`config.mk`:
```
export PLATFORM = sky130hd
export DESIGN_NAME = alu_ctrl
export DESIGN_NICKNAME = d
export VERILOG_FILES = /design/src/rtl/alu_ctrl.sv
export SDC_FILE = /design/constraint.sdc
export NUM_CORES = 1
export LEC_CHECK = 0
export CAP_MARGIN = 15
export CORE_ASPECT_RATIO = 0.5
export CORE_MARGIN = 1
export CORE_UTILIZATION = 34
export CTS_CLUSTER_SIZE = 16
export DETAILED_ROUTE_END_ITERATION = 16
export PLACE_DENSITY = 0.89
export SYNTH_ARGS = -nofsm -noshare
export SYNTH_HDL_FRONTEND = slang
export SYNTH_SLANG_ARGS = --single-unit
```
`constraint.sdc`:
```
create_clock -name clk -period 1.9 [get_ports clk]
set_input_delay 0.38 -clock clk [delete_from_list [all_inputs] [get_ports clk]]
set_output_delay 0.38 -clock clk [all_outputs]
set_load 0.01 [all_outputs]
```
`src/rtl/alu_ctrl.sv`:
```
// alu_ctrl: four-state IDLE/READ/EXEC/WB sequencer for register-file read, ALU execute and write-back.
// Define ALU_CTRL_FLAGS_EN to add the zf/nf result flag outputs.
module alu_ctrl (
    input  logic        clk,
    input  logic        rst_n,
    input  logic [15:0] instr,
    input  logic        instr_valid,
    output logic        instr_ready,
    output logic [2:0]  ra_addr,
    output logic [2:0]  rb_addr,
    input  logic [15:0] ra_data,
    input  logic [15:0] rb_data,
    output logic [15:0] alu_a,
    output logic [15:0] alu_b,
    output logic [2:0]  alu_com,
    input  logic [15:0] alu_y,
    output logic        wr_en,
    output logic [2:0]  wr_addr,
    output logic [15:0] wr_data,
    output logic        busy,
    output logic        err
`ifdef ALU_CTRL_FLAGS_EN
    ,
    output logic        zf,
    output logic        nf
`endif
);
    typedef enum logic [1:0] {IDLE, READ, EXEC, WB} state_t;
    state_t state_q, state_d;
    logic [15:0] instr_q, res_q, imm;
    logic [2:0] rd, rs, com;
    logic is_r, is_ldi, legal;
    assign is_r   = instr_q[15:11] == 5'b00000 && instr_q[4:3] == 2'b00;
    assign is_ldi = instr_q[15:11] == 5'b01000;
    assign legal  = is_r || is_ldi;
    assign rd     = instr_q[10:8];
    assign rs     = instr_q[7:5];
    assign imm    = {{8{instr_q[7]}}, instr_q[7:0]};
    assign com    = is_ldi ? 3'b001 : instr_q[2:0];
    always_ff @(posedge clk) begin
        if (!rst_n) begin
            state_q <= IDLE;
            instr_q <= '0;
            res_q   <= '0;
        end else begin
            state_q <= state_d;
            if (state_q == IDLE && instr_valid) instr_q <= instr;
            if (state_q == EXEC) res_q <= alu_y;
        end
    end
    // Pulses are gated by rst_n so an aborted instruction never shows err or wr_en.
    always_comb begin
        state_d     = state_q;
        instr_ready = 1'b0;
        ra_addr     = '0;
        rb_addr     = '0;
        alu_a       = '0;
        alu_b       = '0;
        alu_com     = '0;
        wr_en       = 1'b0;
        wr_addr     = '0;
        wr_data     = '0;
        err         = 1'b0;
        busy        = state_q != IDLE;
        case (state_q)
            IDLE: begin
                instr_ready = rst_n;
                state_d     = instr_valid ? READ : IDLE;
            end
            READ: begin
                ra_addr = rd;
                rb_addr = rs;
                err     = rst_n && !legal;
                state_d = legal ? EXEC : IDLE;
            end
            EXEC: begin
                alu_a   = ra_data;
                alu_b   = is_ldi ? imm : rb_data;
                alu_com = com;
                state_d = WB;
            end
            WB: begin
                wr_en   = rst_n;
                wr_addr = rd;
                wr_data = res_q;
                state_d = IDLE;
            end
        endcase
    end
`ifdef ALU_CTRL_FLAGS_EN
    always_ff @(posedge clk) begin
        if (!rst_n) begin
            zf <= 1'b0;
            nf <= 1'b0;
        end else if (state_q == WB) begin
            zf <= res_q == 16'h0000;
            nf <= res_q[15];
        end
    end
`endif
endmodule

```
==> impl_metrics.yaml <==
die:
  die-area_mm2: 0.005570
  io_pins: 131
  num_rows: 18
  start_util_pct: 35.76
  die_y_um: 53.28
  core_mm2: 0.005000
  die_w_um: 104.6
timing:
  finalCriticalPeriod_ns: 2.166
  clock.fmax_mhz: 461.7
  holdWs_ns: 0.4667
  slew_headroom_pct: 70.59
  period_share_pct: 114.0
  rsz0062_at_grt: "true"
  setup_ws_ns: -0.2658
  skew_ns: 0.002127
  finalSetupViolations: 21
  worstMarginPinSlew_ns: 0.4406
  hold_viol: 0
  maxSlewViolCount: 0
pwr:
  power.density_mw_per_mm2: 607.0
  power_w: 0.002101
  vdd_drop_max_mv: 0.4242
  power.leakage_nw: 1.601
worst_setup_path:
  crit_path_start_kind: "register"
  critPathRequiredTime_ns: 1.52
  end_kind: "primary output"
  path_class: "register to primary output"
  critical_path_arrival_ns: 1.79
  worstPathMaxFanout: 7
flow_run:
  maxCapViolations: 0
synth:
  synth_compound_area_share_pct: 18.47
  synth_fa_ha_area_share_pct: 0
  ys_warn_count: 0
  syn_avg_cell_area_um2: 7.239
  synth_cell_types: 23
  netlist_area_mm2: 0.001788
  synth_seq_area_share_pct: 38.07
  netlist_instances: 247
  synth_top_family_by_area: "simple AND/OR/NAND/NOR gates"
  synth_edf_count: 0
  yosys_most_used_dff: "dfxtp_1"
  ys_seq_elements: 34
  synth_xor_area_share_pct: 0
  synthSimpleGateAreaFrac_pct: 37.72
  async_flop_share_pct: 0
  synth.area.mux_share_pct: 0
  synth_nets: 314
detailed_routing:
  num_vias: 2604
  first_pass_iters: 5
  drtAntennaViolNets: 0
  drc: 0
  drt-total-wl_mm: 8.412
  drtIter0Drc: 268
  routedWlPerCell_um: 17.86
  viasPerCell: 5.529
cells_and_area:
  seqCellArea_um2: 685.7
  finalInstanceArea_mm2: 0.003461
  fillCellCount: 346
  fin_nets: 467
  drive_gt1_share_pct: 29.93
  syn2layout_area_growth_pct: 93.56
  instances_no_fill: 471
  diodes: 0
  multi_input_area_mm2: 0.001149
  post-route-util_pct: 69.22
status:
  violations: "negative setup slack"
  status: "finished with violations"
clocking:
  htreeDepth: 2
  cts_tree: "done"
  numCtsBuffers: 5
  cts.reportedPaths.clkPinSlew_ns: 0.07
  root_buffer: "clkbuf_8"
  cts_hold_buf: 0
  cts.path.max_buffers: 2
  clkSinkCount: 34
  clk_latency_ns: 0.29
grt:
  grt_max_degree: 35
  grt_usage_pct: 26.27
  grt_pass1_wl_mm: 11.27
  grt_overflow: 0
  grt_pass1_vias: 2351
  grt_antenna_before_repair: 0
place:
  dp.cells: 452
  dpl.hpwl_mm: 5.040
  numPortBuffers: 130
  dpl_cell_area_mm2: 0.003304
  routabilityCongestion: 0.8361
hold_path:
  worstHoldPathType: "register to register"
==> final timing paths <==
path / startpoint / end / slack, ns / cells after the start
worst max-delay path: instr_q[14]$_SDFFE_PN0P_ / alu_b[6] / -0.27 / 5
worst min-delay path: res_q[2]$_SDFFE_PN0P_ / res_q[2]$_SDFFE_PN0P_ / 0.47 / 2
worst max register to register: register / instr_q[3]$_SDFFE_PN0P_ / 0.28 / 4
worst min register to register: res_q[2]$_SDFFE_PN0P_ / res_q[2]$_SDFFE_PN0P_ / 0.47 / 2
==> synth_stat cells (all sizes together), types with 3 or more instances <==
library cell	n	area share, %
a21oi	41	11
a31o	9	4.4
and2	22	7.7
and3	22	7.7
buf	3	1.5
clkbuf	18	3.8
dfxtp	34	38
nand2	67	14
nand3	7	2.0
nor2	3	0.63
nor2b	3	1.0
o21ai	8	2.2
==> where the power goes <==
group          switching [W]  internal, W  leakage [nW]
logic               0.000356     0.000375          1.27
registers          0.0000402     0.000762         0.279
clock network       0.000276     0.000292        0.0482
total               0.000672      0.00143          1.60
==> cells by family after synthesis <==
group / Yosys count
buffers and inverters: 23
and+or+nand+nor: 131
AOI/OAI and AO/OA: 59
DFF: 34
==> final cells by class <==
cell class                 instances  share of cell area (%)
timing repair buffer             167                   41.61
multi-input combinational        190                   33.19
sequential                        34                   19.81
tap                               70                   2.531
clock buffer                       7                   2.495
inverter                           2                  0.2169
clock inverter                     1                  0.1446
==> metrics by stage <==
| step | setup TNS (ns) | setup slack [ns] |
|---|---|---|
| floorplan | 0 | 0.06797 |
| global placement | -5.019 | -0.3283 |
| detailed placement | -6.231 | -0.3618 |
| CTS | -3.538 | -0.2196 |
| global route | -5.436 | -0.3260 |
| finish | -3.967 | -0.2658 |
==> worst max-delay path: stages, from the launching register on <==
cell,delay [ns]
dfxtp_1,0.37
buf_4,0.20
inv_1,0.34
o21ai_0,0.22
a21oi_2,0.20
buf_2,0.15
==> cells in the final DEF (no fill, tap or decap), types with 2 or more instances in the layout <==
cell             instances
a21oi_1                 33
a21oi_2                  8
a31o_1                   9
and2_1                  22
and3_1                  20
and3_4                   2
buf_12                   2
buf_2                   18
buf_4                   24
buf_6                   12
clkbuf_2                21
clkbuf_8                 6
clkdlybuf4s15_1          2
clkdlybuf4s50_1         66
dfxtp_1                 30
dfxtp_2                  4
dlygate4sd2_1           21
nand2_1                 66
nand3_1                  2
nand3_2                  3
nand3_4                  2
nor2_1                   3
nor2b_4                  2
o21ai_2                  5
o21ai_4                  2
==> registers in the layout, indices dropped and copies added (netlist names), named ones only <==
register	count
res_q	16
instr_q	16
state_q	1
==> repair_timing <==
action / CTS / global route
setup buffers: 6 / 3
hold endpoints to repair: 0 / 0
cloned: 1 / 2
pin swaps: 17 / 5
resized for setup: 169 / 53
endpoints found under the setup margin: 64 / 42
==> routing by layer <==
layer	up-vias	wire [um]	part of all wire (%)	global-route usage, %
met5	-	0	0	0
li1	1135	-	-	-
met2	186	4131	49	49.45
met3	48	692	8.2	5.911
met4	0	344	4.1	12.14
met1	1235	3242	39	29.25
No activity file was read; power rests on OpenSTA's default activity.
